===== src/rtl/pwm_timer.sv =====
// pwm_timer: multi-channel PWM generator behind a req/ready register slave.
// Optional macro PWM_TIMER_SHADOW_EN double-buffers PERIOD/DUTY until the next wrap.

module pwm_timer_ch #(
  parameter int CNT_W = 16
) (
  input  logic             clk,
  input  logic             rst,
  input  logic             en,
  input  logic             wr,
`ifdef PWM_TIMER_SHADOW_EN
  input  logic             load,
`endif
  input  logic [CNT_W-1:0] wdata,
  input  logic [CNT_W-1:0] count,
  output logic [CNT_W-1:0] duty_rd,
  output logic             pwm
);
  logic [CNT_W-1:0] duty_act;

`ifdef PWM_TIMER_SHADOW_EN
  logic [CNT_W-1:0] duty_sh;

  // Active duty follows the shadow while idle, otherwise only at a wrap.
  always_ff @(posedge clk or posedge rst) begin
    if (rst) begin
      duty_sh  <= '0;
      duty_act <= '0;
    end else begin
      if (wr)          duty_sh  <= wdata;
      if (!en || load) duty_act <= duty_sh;
    end
  end

  assign duty_rd = duty_sh;
`else
  always_ff @(posedge clk or posedge rst) begin
    if (rst)     duty_act <= '0;
    else if (wr) duty_act <= wdata;
  end

  assign duty_rd = duty_act;
`endif

  always_ff @(posedge clk or posedge rst) begin
    if (rst) pwm <= 1'b0;
    else     pwm <= en && (count < duty_act);
  end
endmodule

module pwm_timer #(
  parameter int CH_NUM = 4,
  parameter int CNT_W  = 16
) (
  input  logic              clk_i,
  input  logic              rst_i,
  input  logic              req_i,
  input  logic              we_i,
  input  logic [31:0]       addr_i,
  input  logic [31:0]       data_i,
  output logic [31:0]       data_o,
  output logic              ready_o,
  output logic [CH_NUM-1:0] pwm_o,
  output logic              int_sig_o
);
  localparam logic [7:0] A_CTRL   = 8'h00;
  localparam logic [7:0] A_PERIOD = 8'h04;
  localparam logic [7:0] A_STATUS = 8'h08;
  localparam logic [7:0] A_COUNT  = 8'h0C;
  localparam logic [7:0] A_DUTY   = 8'h10;

  logic [7:0]                   off;
  logic                         acc, wr;
  logic                         en, int_en, wrap;
  logic [7:0]                   presc, presc_cnt;
  logic [CNT_W-1:0]             count, period_act, period_rd;
  logic                         tick, wrap_evt;
  logic [CH_NUM-1:0]            duty_we;
  logic [CH_NUM-1:0][CNT_W-1:0] duty_rd;
  logic [31:0]                  rdata;
  logic                         unused_bits;

  assign off         = addr_i[7:0];
  assign unused_bits = ^{addr_i[31:8], data_i};

  // A held request must not re-trigger during its own ready cycle.
  assign acc = req_i && !ready_o;
  assign wr  = acc && we_i;

  always_ff @(posedge clk_i or posedge rst_i) begin
    if (rst_i) begin
      en     <= 1'b0;
      int_en <= 1'b0;
      presc  <= '0;
    end else if (wr && off == A_CTRL) begin
      en     <= data_i[0];
      int_en <= data_i[1];
      presc  <= data_i[15:8];
    end
  end

`ifdef PWM_TIMER_SHADOW_EN
  logic [CNT_W-1:0] period_sh;

  always_ff @(posedge clk_i or posedge rst_i) begin
    if (rst_i) begin
      period_sh  <= '0;
      period_act <= '0;
    end else begin
      if (wr && off == A_PERIOD) period_sh  <= data_i[CNT_W-1:0];
      if (!en || wrap_evt)       period_act <= period_sh;
    end
  end

  assign period_rd = period_sh;
`else
  always_ff @(posedge clk_i or posedge rst_i) begin
    if (rst_i)                      period_act <= '0;
    else if (wr && off == A_PERIOD) period_act <= data_i[CNT_W-1:0];
  end

  assign period_rd = period_act;
`endif

  // >= rather than == so a period shortened below the running count still wraps.
  assign tick     = en && (presc_cnt == presc);
  assign wrap_evt = tick && (count >= period_act);

  always_ff @(posedge clk_i or posedge rst_i) begin
    if (rst_i) begin
      presc_cnt <= '0;
      count     <= '0;
    end else if (!en) begin
      presc_cnt <= '0;
      count     <= '0;
    end else if (tick) begin
      presc_cnt <= '0;
      count     <= wrap_evt ? '0 : count + CNT_W'(1);
    end else begin
      presc_cnt <= presc_cnt + 8'd1;
    end
  end

  // Hardware set wins over a same-cycle W1C.
  always_ff @(posedge clk_i or posedge rst_i) begin
    if (rst_i)                                    wrap <= 1'b0;
    else if (wrap_evt)                            wrap <= 1'b1;
    else if (wr && off == A_STATUS && data_i[0])  wrap <= 1'b0;
  end

  assign int_sig_o = wrap & int_en;

  for (genvar k = 0; k < CH_NUM; k++) begin : gen_ch
    assign duty_we[k] = wr && (off == A_DUTY + 8'(4 * k));

    pwm_timer_ch #(.CNT_W(CNT_W)) u_ch (
      .clk     (clk_i),
      .rst     (rst_i),
      .en      (en),
      .wr      (duty_we[k]),
`ifdef PWM_TIMER_SHADOW_EN
      .load    (wrap_evt),
`endif
      .wdata   (data_i[CNT_W-1:0]),
      .count   (count),
      .duty_rd (duty_rd[k]),
      .pwm     (pwm_o[k])
    );
  end

  always_comb begin
    rdata = '0;
    case (off)
      A_CTRL:   rdata = {16'h0, presc, 6'h0, int_en, en};
      A_PERIOD: rdata[CNT_W-1:0] = period_rd;
      A_STATUS: rdata[0] = wrap;
      A_COUNT:  rdata[CNT_W-1:0] = count;
      default: begin
        for (int k = 0; k < CH_NUM; k++)
          if (off == A_DUTY + 8'(4 * k)) rdata[CNT_W-1:0] = duty_rd[k];
      end
    endcase
  end

  always_ff @(posedge clk_i or posedge rst_i) begin
    if (rst_i) begin
      ready_o <= 1'b0;
      data_o  <= '0;
    end else begin
      ready_o <= acc;
      data_o  <= (acc && !we_i) ? rdata : '0;
    end
  end
endmodule


===== config.mk =====
export PLATFORM = sky130hd
export DESIGN_NAME = pwm_timer
export DESIGN_NICKNAME = d
export VERILOG_FILES = /design/src/rtl/pwm_timer.sv
export SDC_FILE = /design/constraint.sdc
export NUM_CORES = 1
export LEC_CHECK = 0
export CAP_MARGIN = 0
export CORE_UTILIZATION = 30
export DETAILED_ROUTE_END_ITERATION = 7
export GPL_TIMING_DRIVEN = 1
export MAX_ROUTING_LAYER = met4
export PLACE_DENSITY = 0.55
export SYNTH_ARGS = -nofsm -noshare
export SYNTH_HDL_FRONTEND = slang
export SYNTH_SLANG_ARGS = --single-unit
export TNS_END_PERCENT = 50

===== constraint.sdc =====
create_clock -name clk_i -period 8.8 [get_ports clk_i]
set_input_delay 1.76 -clock clk_i [delete_from_list [all_inputs] [get_ports clk_i]]
set_output_delay 1.76 -clock clk_i [all_outputs]
set_load 0.05 [all_outputs]

==> flow_results.xml, run 1 <==
<?xml version="1.0" encoding="UTF-8"?>
<metrics>
  <group name="drt">
    <metric name="drt_first_pass_iters" unit="">5</metric>
    <metric name="detail_route.wirelength" unit="um">20960</metric>
    <metric name="route.detailed.wl_per_inst" unit="um">17.54</metric>
    <metric name="route.detailed.drc" unit="">0</metric>
    <metric name="drt-initial-drc-count" unit="">299</metric>
    <metric name="antenna_violating_nets_post_route" unit="">0</metric>
    <metric name="via_per_inst" unit="">4.956</metric>
    <metric name="vias" unit="">5923</metric>
  </group>
  <group name="synth">
    <metric name="yosys-top-cells-count" unit="">136 x dfrtp_1, 85 x inv_1, 78 x ha_1, 64 x o21ai_0, 59 x nand2_1</metric>
    <metric name="synth.largest_area_cell" unit="">dfrtp_1</metric>
    <metric name="synth-warning-count" unit="">0</metric>
    <metric name="synth-main-ff-cell" unit="">dfrtp_1</metric>
    <metric name="mappedNetlistArea" unit="mm2">0.008158</metric>
    <metric name="async_set_or_reset_flop_fraction_in_the_synthesized_netlist" unit="">1.000</metric>
    <metric name="proportion_of_synthesized_chip_area_in_sequential_cells" unit="">0.4172</metric>
    <metric name="syn-instance-count" unit="">805</metric>
    <metric name="synthDistinctLibCells" unit="">53</metric>
    <metric name="synth_area_leaders" unit="">dfrtp_1 42%, ha_1 12%, mux2_2 5.5%</metric>
    <metric name="synth_enable_flop_cells" unit="">0</metric>
    <metric name="synthMostInstantiatedCell" unit="">dfrtp_1</metric>
    <metric name="yosysTopAreaCellShare" unit="">0.4172</metric>
    <metric name="synth.ff_latch_count" unit="">136</metric>
    <metric name="synth_area_per_cell" unit="um2">10.13</metric>
  </group>
  <group name="worst_setup_path">
    <metric name="critical_path.max_stage_delay" unit="ns">0.99</metric>
    <metric name="timing.critical_path.cells" unit="">clkdlybuf4s50_1 -&gt; or4_4 -&gt; nor2_2 -&gt; and2_1 -&gt; and3_1 -&gt; mux2_2</metric>
    <metric name="timing_worst_setup_path_type" unit="">in2reg</metric>
    <metric name="start_kind" unit="">input port</metric>
    <metric name="worst_ep_arrival_time" unit="ns">4.72</metric>
    <metric name="worst-path-max-fanout" unit="">31</metric>
    <metric name="setup.worst_path.end_class" unit="">flop</metric>
    <metric name="critPathRequiredTime" unit="ns">9.11</metric>
    <metric name="crit_path_top_delay_cell" unit="">and3_1</metric>
  </group>
  <group name="die">
    <metric name="initial_utilization" unit="">0.3095</metric>
    <metric name="fp.dieW" unit="um">166.9</metric>
    <metric name="boundaryPins" unit="">106</metric>
    <metric name="placement_rows" unit="">59</metric>
    <metric name="core_region_area" unit="mm2">0.02635</metric>
    <metric name="die_area" unit="mm2">0.02786</metric>
    <metric name="floorplan.die.height" unit="um">166.9</metric>
  </group>
  <group name="sta">
    <metric name="slew_viol_final" unit="">0</metric>
    <metric name="fin_skew" unit="ns">0.008342</metric>
    <metric name="fin_crit" unit="ns">4.405</metric>
    <metric name="setup_viol" unit="">0</metric>
    <metric name="fin_tns_setup" unit="ns">0</metric>
    <metric name="hold_violation_count_in_the_final_report" unit="">0</metric>
    <metric name="fmax" unit="MHz">227.0</metric>
    <metric name="rsz0062_at_grt" unit="">no</metric>
    <metric name="worstMarginPinSlew" unit="ns">1.118</metric>
    <metric name="final.hold.worst_slack" unit="ns">0.4567</metric>
    <metric name="post-route-period-util" unit="">0.5006</metric>
    <metric name="worst_slew_margin_rel" unit="">0.2549</metric>
    <metric name="final_critical_path_setup_slack" unit="ns">4.395</metric>
  </group>
  <group name="placement">
    <metric name="post_detailed_placement_half_perimeter_wirelength" unit="um">15180</metric>
    <metric name="pre_cts_slack" unit="ns">3.907</metric>
    <metric name="placement.cell_area" unit="mm2">0.008901</metric>
    <metric name="port-buffer-count" unit="">49</metric>
    <metric name="numPlacedInstances" unit="">1163</metric>
    <metric name="finalWeightedCongestion" unit="">0.7899</metric>
  </group>
  <group name="worst_hold_path">
    <metric name="hold_class" unit="">reg2reg</metric>
  </group>
  <group name="cts">
    <metric name="cts-buffers-inserted" unit="">17</metric>
    <metric name="postCtsSetupRepairBufs" unit="">0</metric>
    <metric name="clkTransAtPathRegs" unit="ns">0.06</metric>
    <metric name="cts_root_buffer" unit="">clkbuf_16</metric>
    <metric name="clock_path_buffers" unit="">2</metric>
    <metric name="worst_skew_pair.late_latency" unit="ns">0.43</metric>
    <metric name="cts_htree_levels" unit="">4</metric>
    <metric name="cts_repair_resize_count" unit="">0</metric>
    <metric name="clkSinkCount" unit="">136</metric>
    <metric name="cts_tree" unit="">yes</metric>
    <metric name="cts_hold_repair.buffers" unit="">0</metric>
  </group>
  <group name="power_and_ir_drop">
    <metric name="power-per-cell-area" unit="mW/mm2">157.9</metric>
    <metric name="p_total" unit="mW">1.501</metric>
    <metric name="leakagePower" unit="nW">4.694</metric>
    <metric name="worst_vdd_drop" unit="mV">0.1121</metric>
  </group>
  <group name="grt">
    <metric name="grt_max_degree" unit="">93</metric>
    <metric name="antenna_violations_before_repair" unit="">0</metric>
    <metric name="first_global_vias" unit="">6104</metric>
    <metric name="grt_overflow_total" unit="">0</metric>
    <metric name="grt_use_total" unit="">0.1664</metric>
    <metric name="grt_pass1_wl" unit="um">34470</metric>
  </group>
  <group name="layout">
    <metric name="final.fill_count" unit="">2576</metric>
    <metric name="drive_gt1_frac" unit="">0.1233</metric>
    <metric name="post_layout_nonfiller_instances" unit="">1195</metric>
    <metric name="area_growth" unit="%">16.53</metric>
    <metric name="core_util_final" unit="">0.3607</metric>
    <metric name="insertedDiodeCount" unit="">0</metric>
    <metric name="final_nets" unit="">993</metric>
    <metric name="final_cell_area" unit="mm2">0.009507</metric>
  </group>
  <group name="status">
    <metric name="run_status" unit="">finished clean</metric>
  </group>
  <group name="run">
    <metric name="cap_violations" unit="">0</metric>
  </group>
</metrics>
[registers in the layout (all words and copies together), names as in the netlist]
name                 cells
presc_cnt                8
gen_ch.u_ch.duty_rd     64
en                       1
presc                    8
ready_o                  1
int_en                   1
gen_ch.u_ch.pwm          4
data_o                  16
period_act              16
count                   16
wrap                     1
[layer usage]
metal	GRT usage	vias up	wire length (um)
li1	-	2903	-
met1	0.2275	2869	10390
met2	0.2534	128	9493
met3	0.02590	23	794
met4	0.04831	0	290
met5	-	-	0
[cell type report]
class,count,area [um2],share of cell area
Clock inverter,13,152.6,0.01606
Timing Repair Buffer,57,550.5,0.05791
Tap cell,335,419.2,0.04409
Sequential cell,136,3403,0.3580
Multi-Input combinational cell,550,4204,0.4422
Clock buffer,19,452.9,0.04764
Inverter,85,324.1,0.03409
[logic make-up (layout without fill, tap and decap cells)]
logic type,count (synthesis),in the layout,share of synthesized area
AO/OA/AOI/OAI,180,180,0.1402
multiplexers,76,76,0.1178
other,1,16,0.0004597
flip-flops,136,136,0.4172
XOR/XNOR,14,14,0.01503
buffers and inverters,134,174,0.07439
AND/OR/NAND/NOR,186,186,0.1153
adder cells (fa/ha/maj),78,78,0.1196
[where the power goes]
part,internal [mW],switching (mW)
combinational,0.0390,0.0769
sequential,0.638,0.00915
clock,0.458,0.280
total,1.14,0.366
[worst paths after layout]
check | to | start | cells after the start | slack, ns
max | gen_ch[3].u_ch.duty_rd[0]$_DFFE_PP0P_ | addr_i[7] | 6 | 4.39
min | ready_o$_DFF_PP0_ | ready_o$_DFF_PP0_ | 1 | 0.46
max reg2reg | count[7]$_DFFE_PP0P_ | count[5]$_DFFE_PP0P_ | 7 | 5.81
min reg2reg | ready_o$_DFF_PP0_ | ready_o$_DFF_PP0_ | 1 | 0.46
max in group asynchronous | presc[2]$_DFFE_PP0P_ | rst_i | 3 | 5.72
min in group asynchronous | data_o[10]$_DFF_PP0_ | rst_i | 2 | 1.89
[layout by cell type, fill, tap and decap left out, types with 7 or more instances in the layout]
| cell type | n |
|---|---|
| a21o_1 | 30 |
| a21oi_1 | 27 |
| a221oi_1 | 8 |
| a22oi_1 | 17 |
| and3_1 | 7 |
| buf_4 | 8 |
| clkbuf_16 | 17 |
| clkdlybuf4s50_1 | 49 |
| conb_1 | 16 |
| dfrtp_1 | 136 |
| ha_1 | 78 |
| inv_1 | 84 |
| mux2_1 | 10 |
| mux2_2 | 40 |
| mux2_4 | 10 |
| mux2i_1 | 9 |
| mux4_2 | 7 |
| nand2_1 | 59 |
| nand3_1 | 12 |
| nand4_1 | 16 |
| nor2_1 | 45 |
| nor3_1 | 9 |
| o21ai_0 | 64 |
| o22ai_1 | 8 |
| xnor2_1 | 9 |
[worst max-delay path: cells and delay by family]
kind | cells | cell delay [ns]
buffers and inverters | 1 | 0.39
muxes | 1 | 0.42
and+or+nand+nor | 4 | 2.13
Power figures use the tool's default switching activity.
==> run 2: changes to the inputs <==
==> constraint.sdc (replaced) <==
create_clock -name clk_i -period 4.3 [get_ports clk_i]
set_input_delay 0.86 -clock clk_i [delete_from_list [all_inputs] [get_ports clk_i]]
set_output_delay 0.86 -clock clk_i [all_outputs]
set_load 0.05 [all_outputs]
==> run 2 against run 1 <==
Die area unchanged. Global-route usage is 0.87 points lower. Critical path type unchanged. Utilization shrank 0.081 points. Count of clock-buffer cells in the layout is 5 higher. Wire length decreased by 3.4%. Combinational power grew 110%.
==> flow_results.xml, run 2 (synthesized netlist as in run 1, its figures left out) <==
<?xml version="1.0" encoding="UTF-8"?>
<metrics>
  <group name="worst_hold_path">
    <metric name="worst_hold_path.endpoint" unit="">ready_o$_DFF_PP0_</metric>
    <metric name="worstHoldStart" unit="">ready_o$_DFF_PP0_</metric>
    <metric name="hold_class" unit="">reg2reg</metric>
    <metric name="min_delay_path_depth" unit="">1</metric>
  </group>
  <group name="sta">
    <metric name="worstMarginPinSlew" unit="ns">0.9918</metric>
    <metric name="final_critical_path_setup_slack" unit="ns">1.300</metric>
    <metric name="post-route-period-util" unit="">0.6977</metric>
    <metric name="fin_tns_setup" unit="ns">0</metric>
    <metric name="setup_viol" unit="">0</metric>
    <metric name="fin_skew" unit="ns">0.009480</metric>
    <metric name="hold_violation_count_in_the_final_report" unit="">0</metric>
    <metric name="fmax" unit="MHz">333.3</metric>
    <metric name="rsz0062_at_grt" unit="">no</metric>
    <metric name="slew_viol_final" unit="">0</metric>
    <metric name="fin_crit" unit="ns">3.000</metric>
    <metric name="worst_slew_margin_rel" unit="">0.3359</metric>
  </group>
  <group name="cts">
    <metric name="clock_path_buffers" unit="">2</metric>
    <metric name="postCtsSetupRepairBufs" unit="">0</metric>
    <metric name="cts-buffers-inserted" unit="">17</metric>
    <metric name="cts_root_buffer" unit="">clkbuf_16</metric>
    <metric name="clkSinkCount" unit="">136</metric>
    <metric name="cts_tree" unit="">yes</metric>
    <metric name="cts_hold_repair.buffers" unit="">0</metric>
    <metric name="clkTransAtPathRegs" unit="ns">0.06</metric>
    <metric name="cts_htree_levels" unit="">4</metric>
    <metric name="cts_repair_resize_count" unit="">0</metric>
    <metric name="worst_skew_pair.late_latency" unit="ns">0.41</metric>
  </group>
  <group name="worst_setup_path">
    <metric name="start_kind" unit="">input port</metric>
    <metric name="reg_to_reg_startpoint" unit="">count[6]$_DFFE_PP0P_</metric>
    <metric name="setup.worst_path.end_class" unit="">flop</metric>
    <metric name="regToRegEndpoint" unit="">count[4]$_DFFE_PP0P_</metric>
    <metric name="worst-path-max-fanout" unit="">16</metric>
    <metric name="critPathRequiredTime" unit="ns">4.60</metric>
    <metric name="worst_ep_arrival_time" unit="ns">3.30</metric>
    <metric name="ff2ff_setup_slack" unit="ns">1.44</metric>
    <metric name="reg2regPathDepth" unit="">7</metric>
    <metric name="timing_worst_setup_path_type" unit="">in2reg</metric>
  </group>
  <group name="drt">
    <metric name="drt_first_pass_iters" unit="">4</metric>
    <metric name="drt-initial-drc-count" unit="">319</metric>
    <metric name="antenna_violating_nets_post_route" unit="">0</metric>
    <metric name="vias" unit="">5881</metric>
    <metric name="route.detailed.drc" unit="">0</metric>
    <metric name="route.detailed.wl_per_inst" unit="um">16.88</metric>
    <metric name="detail_route.wirelength" unit="um">20260</metric>
    <metric name="via_per_inst" unit="">4.901</metric>
  </group>
  <group name="die">
    <metric name="floorplan.die.height" unit="um">166.9</metric>
    <metric name="placement_rows" unit="">59</metric>
    <metric name="boundaryPins" unit="">106</metric>
    <metric name="core_region_area" unit="mm2">0.02635</metric>
    <metric name="die_area" unit="mm2">0.02786</metric>
    <metric name="fp.dieW" unit="um">166.9</metric>
    <metric name="initial_utilization" unit="">0.3095</metric>
  </group>
  <group name="placement">
    <metric name="post_detailed_placement_half_perimeter_wirelength" unit="um">15110</metric>
    <metric name="pre_cts_slack" unit="ns">0.8450</metric>
    <metric name="port-buffer-count" unit="">49</metric>
    <metric name="finalWeightedCongestion" unit="">0.7901</metric>
    <metric name="placement.cell_area" unit="mm2">0.008957</metric>
  </group>
  <group name="power_and_ir_drop">
    <metric name="p_sw" unit="mW">0.7071</metric>
    <metric name="power.switching_fraction" unit="">0.2461</metric>
    <metric name="leakagePower" unit="nW">4.680</metric>
    <metric name="power.share.clock" unit="">0.456</metric>
    <metric name="sequentialPowerShare" unit="">0.461</metric>
    <metric name="comb_power_share" unit="">0.083</metric>
    <metric name="internal_power" unit="mW">2.166</metric>
    <metric name="worst_vdd_drop" unit="mV">0.1823</metric>
    <metric name="power-per-cell-area" unit="mW/mm2">302.9</metric>
  </group>
  <group name="grt">
    <metric name="grt_overflow_total" unit="">0</metric>
    <metric name="antenna_violations_before_repair" unit="">0</metric>
    <metric name="grt_pass1_wl" unit="um">32920</metric>
    <metric name="grt_use_total" unit="">0.1577</metric>
    <metric name="first_global_vias" unit="">5850</metric>
    <metric name="grt_max_degree" unit="">137</metric>
  </group>
  <group name="run">
    <metric name="cap_violations" unit="">0</metric>
  </group>
  <group name="layout">
    <metric name="multi_input_comb_area" unit="mm2">0.004204</metric>
    <metric name="final.fill_count" unit="">2622</metric>
    <metric name="final_cell_area" unit="mm2">0.009485</metric>
    <metric name="insertedDiodeCount" unit="">0</metric>
    <metric name="final_nets" unit="">999</metric>
    <metric name="layout_common_cells" unit="">136 x dfrtp_1, 84 x inv_1, 78 x ha_1</metric>
    <metric name="drive_gt1_frac" unit="">0.1237</metric>
    <metric name="layout.cells.most_common" unit="">dfrtp_1</metric>
    <metric name="area_growth" unit="%">16.27</metric>
    <metric name="largest_register_ffs" unit="">64</metric>
    <metric name="final-seq-area" unit="mm2">0.003403</metric>
  </group>
  <group name="status">
    <metric name="run_status" unit="">finished clean</metric>
  </group>
</metrics>
[run 2: cell count changes in the layout (fill, tap and decap cells not counted), sizes merged]
cell      delta
clkbuf       +5
clkinv       -4
clkinvlp     +2
inv          -1
buf          +6
bufinv       -3
[run 2: critical path: stages]
cell and delay [ns]:
clkdlybuf4s50_1 0.40, or4_4 0.57, nor2_2 0.13, and2_1 0.13, buf_4 0.17, nand2_2 0.11
nor2_4 0.51, mux2_2 0.40
[run 2: power groups by stage]
stage | combinational, mW | sequential (mW) | clock, mW
floorplan | 0.162 | 1.35 | 0
global placement | 0.239 | 1.35 | 0
detailed placement | 0.241 | 1.35 | 0
CTS | 0.242 | 1.32 | 1.35
global route | 0.262 | 1.33 | 1.41
finish | 0.238 | 1.33 | 1.31
[run 2: stage by stage]
step,instances,util,hold slack (ns),power (mW)
2_1_floorplan,820,-,0.4760,1.507
4_1_cts,1200,0.3599,0.4580,2.917
5_1_grt,1200,0.3599,0.4755,2.996
3_5_place_dp,1169,0.3399,0.4486,1.589
3_3_place_gp,1169,0.3399,0.4649,1.587
6_report,1200,0.3599,0.4517,2.873
[run 2: worst max-delay path by stage]
stage	to	start	slack, ns
final	gen_ch[1].u_ch.duty_rd[11]$_DFFE_PP0P_	addr_i[7]	1.30
after global routing	gen_ch[1].u_ch.duty_rd[3]$_DFFE_PP0P_	addr_i[7]	1.17
after CTS	gen_ch[1].u_ch.duty_rd[11]$_DFFE_PP0P_	addr_i[7]	1.29
after detailed placement	gen_ch[1].u_ch.duty_rd[10]$_DFFE_PP0P_	addr_i[7]	0.84
after global placement	gen_ch[1].u_ch.duty_rd[13]$_DFFE_PP0P_	addr_i[7]	0.86
after floorplan	gen_ch[0].u_ch.duty_rd[0]$_DFFE_PP0P_	addr_i[7]	1.56
[run 2: cell type report]
class                           count  area share
Sequential cell                   136      0.3588
Timing Repair Buffer               63     0.06411
Clock inverter                      7    0.004881
Clock buffer                       24     0.05078
Tap cell                          335     0.04419
Multi-Input combinational cell    550      0.4432
Inverter                           85     0.03403
[run 2: layer usage]
metal  routed length (um)  track usage  up-vias
met5                    0            -        -
met4                  241      0.04469        0
met3                  655      0.02471       14
met2                 9429       0.2452       88
met1                 9929       0.2116     2873
li1                     -            -     2906
==> run 3: changes to the inputs <==
--- a/config.mk
+++ b/config.mk
@@ -10,7 +10,7 @@
 export DETAILED_ROUTE_END_ITERATION = 7
 export GPL_TIMING_DRIVEN = 1
 export MAX_ROUTING_LAYER = met4
-export PLACE_DENSITY = 0.55
+export PLACE_DENSITY = 0.56
 export SYNTH_ARGS = -nofsm -noshare
 export SYNTH_HDL_FRONTEND = slang
 export SYNTH_SLANG_ARGS = --single-unit
==> constraint.sdc (replaced) <==
create_clock -name clk_i -period 2.55 [get_ports clk_i]
set_input_delay 0.51 -clock clk_i [delete_from_list [all_inputs] [get_ports clk_i]]
set_output_delay 0.51 -clock clk_i [all_outputs]
set_load 0.05 [all_outputs]
==> run 3 against run 2 <==
Sequential share of layout area is 1.3 points lower. Clock skew is 0.0011 ns higher. Die area stayed put. Global-route usage is 0.31 points higher.
==> flow_results.xml, run 3 (synthesized netlist as in run 1, its figures left out) <==
<?xml version="1.0" encoding="UTF-8"?>
<metrics>
  <group name="cts">
    <metric name="cts_htree_levels" unit="">4</metric>
    <metric name="postCtsSetupRepairBufs" unit="">0</metric>
    <metric name="clkTransAtPathRegs" unit="ns">0.06</metric>
    <metric name="clkSinkCount" unit="">136</metric>
    <metric name="clock_path_buffers" unit="">2</metric>
    <metric name="worst_skew_pair.late_latency" unit="ns">0.42</metric>
    <metric name="cts_tree" unit="">yes</metric>
    <metric name="cts-buffers-inserted" unit="">17</metric>
    <metric name="cts_root_buffer" unit="">clkbuf_16</metric>
  </group>
  <group name="power_and_ir_drop">
    <metric name="power.share.clock" unit="">0.483</metric>
    <metric name="leakagePower" unit="nW">4.888</metric>
    <metric name="p_sw" unit="mW">1.254</metric>
    <metric name="worst_vdd_drop" unit="mV">0.3894</metric>
    <metric name="power.switching_fraction" unit="">0.2439</metric>
    <metric name="internal_power" unit="mW">3.888</metric>
    <metric name="comb_power_share" unit="">0.082</metric>
    <metric name="sequentialPowerShare" unit="">0.435</metric>
    <metric name="power-per-cell-area" unit="mW/mm2">522.9</metric>
    <metric name="p_total" unit="mW">5.142</metric>
  </group>
  <group name="drt">
    <metric name="via_per_inst" unit="">4.934</metric>
    <metric name="drt-initial-drc-count" unit="">343</metric>
    <metric name="route.detailed.wl_per_inst" unit="um">16.80</metric>
    <metric name="detail_route.wirelength" unit="um">20700</metric>
    <metric name="vias" unit="">6079</metric>
    <metric name="drt_first_pass_iters" unit="">5</metric>
    <metric name="route.detailed.drc" unit="">0</metric>
    <metric name="antenna_violating_nets_post_route" unit="">0</metric>
  </group>
  <group name="grt">
    <metric name="grt_overflow_total" unit="">0</metric>
    <metric name="grt_pass1_wl" unit="um">33540</metric>
    <metric name="use_met3" unit="">0.02424</metric>
    <metric name="first_global_vias" unit="">6054</metric>
    <metric name="grt_max_degree" unit="">63</metric>
    <metric name="antenna_violations_before_repair" unit="">0</metric>
    <metric name="gr-usage-met1" unit="">0.2144</metric>
    <metric name="grt_use_total" unit="">0.1608</metric>
    <metric name="grt_most_used_layer" unit="">met2</metric>
    <metric name="met2_usage_in_global_routing" unit="">0.2525</metric>
  </group>
  <group name="sta">
    <metric name="worstMarginPinSlew" unit="ns">0.6156</metric>
    <metric name="fin_skew" unit="ns">0.01061</metric>
    <metric name="slew_viol_final" unit="">0</metric>
    <metric name="final_critical_path_setup_slack" unit="ns">0.1640</metric>
    <metric name="fin_crit" unit="ns">2.386</metric>
    <metric name="rsz0062_at_grt" unit="">no</metric>
    <metric name="post-route-period-util" unit="">0.9357</metric>
    <metric name="setup_viol" unit="">0</metric>
    <metric name="worst_slew_margin_rel" unit="">0.5896</metric>
    <metric name="fmax" unit="MHz">419.1</metric>
    <metric name="final.hold.worst_slack" unit="ns">0.4542</metric>
    <metric name="hold_violation_count_in_the_final_report" unit="">0</metric>
  </group>
  <group name="die">
    <metric name="die_area" unit="mm2">0.02786</metric>
    <metric name="core_region_area" unit="mm2">0.02635</metric>
    <metric name="boundaryPins" unit="">106</metric>
    <metric name="fp.dieW" unit="um">166.9</metric>
    <metric name="floorplan.die.height" unit="um">166.9</metric>
    <metric name="placement_rows" unit="">59</metric>
    <metric name="initial_utilization" unit="">0.3095</metric>
  </group>
  <group name="run">
    <metric name="cap_violations" unit="">0</metric>
  </group>
  <group name="layout">
    <metric name="largest_register_ffs" unit="">64</metric>
    <metric name="final_nets" unit="">1031</metric>
    <metric name="layout_common_cells" unit="">136 x dfrtp_1, 84 x inv_1, 78 x ha_1</metric>
    <metric name="final_cell_area" unit="mm2">0.009833</metric>
    <metric name="insertedDiodeCount" unit="">0</metric>
    <metric name="drive_gt1_frac" unit="">0.1572</metric>
    <metric name="area_growth" unit="%">20.54</metric>
    <metric name="layout.cells.most_common" unit="">dfrtp_1</metric>
    <metric name="core_util_final" unit="">0.3731</metric>
  </group>
  <group name="worst_hold_path">
    <metric name="hold_class" unit="">in2async</metric>
  </group>
  <group name="placement">
    <metric name="pre_cts_slack" unit="ns">-0.1486</metric>
    <metric name="placement.cell_area" unit="mm2">0.009248</metric>
    <metric name="finalWeightedCongestion" unit="">0.8043</metric>
    <metric name="port-buffer-count" unit="">49</metric>
    <metric name="post_detailed_placement_half_perimeter_wirelength" unit="um">15880</metric>
  </group>
  <group name="worst_setup_path">
    <metric name="worst-path-max-fanout" unit="">7</metric>
    <metric name="worst_ep_arrival_time" unit="ns">2.65</metric>
    <metric name="start_kind" unit="">flop</metric>
    <metric name="timing_worst_setup_path_type" unit="">reg2reg</metric>
    <metric name="setup.worst_path.end_class" unit="">flop</metric>
    <metric name="reg2regPathDepth" unit="">7</metric>
    <metric name="critPathRequiredTime" unit="ns">2.81</metric>
  </group>
  <group name="status">
    <metric name="run_status" unit="">finished clean</metric>
  </group>
</metrics>
[run 3: metrics by stage]
| step | setup TNS, ns | instances |
|---|---|---|
| after floorplan | 0 | 820 |
| after global placement | -5.301 | 1201 |
| after detailed placement | -5.948 | 1201 |
| after CTS | 0 | 1232 |
| after global routing | 0 | 1232 |
| final | 0 | 1232 |
[run 3: path summary, 6_finish.rpt]
kind                                             from  slack [ns]                                     to
min                                             rst_i        0.45                   count[8]$_DFFE_PP0P_
min in group clk_i         period_act[14]$_DFFE_PP0P_        0.51             period_act[14]$_DFFE_PP0P_
max                              count[5]$_DFFE_PP0P_        0.16           gen_ch[2].u_ch.pwm$_DFF_PP0_
max in group asynchronous                       rst_i        1.41  gen_ch[0].u_ch.duty_rd[7]$_DFFE_PP0P_
min reg2reg                period_act[14]$_DFFE_PP0P_        0.51             period_act[14]$_DFFE_PP0P_
max reg2reg                      count[5]$_DFFE_PP0P_        0.16           gen_ch[2].u_ch.pwm$_DFF_PP0_
[run 3: power groups by stage]
stage / Sequential (mW) / Clock, mW / Combinational (mW)
after CTS: 2.24 / 2.54 / 0.426
after detailed placement: 2.27 / 0 / 0.425
after global placement: 2.27 / 0 / 0.420
final: 2.24 / 2.49 / 0.419
after global routing: 2.24 / 2.63 / 0.460
after floorplan: 2.27 / 0 / 0.272
[run 3: cell type report]
class | count | area [um2]
Clock inverter | 12 | 151.4
Clock buffer | 19 | 432.9
Multi-Input combinational cell | 550 | 4205
Fill cell | 2577 | 16520
Inverter | 85 | 322.8
Tap cell | 335 | 419.2
Sequential cell | 136 | 3403
Timing Repair Buffer | 95 | 898.4
[run 3: routing by layer]
layer  vias to the layer above  routed length (um)
met1                      2982               10060
li1                       2979                   -
met4                         0                 216
met2                       103                9798
met3                        15                 624
met5                         -                   0
[run 3: critical path, stage by stage (launching register included)]
cell and delay, ns:
dfrtp_1 0.50, ha_1 0.36, a21o_1 0.18, a21o_1 0.16
a21oi_1 0.17, o31a_1 0.22, o21ai_0 0.14, a2111oi_0 0.51
[run 3: timing repair]
action,4_1_cts,5_1_grt
gates resized for setup,0,1
hold buffers,0,0
setup endpoints to repair,0,1
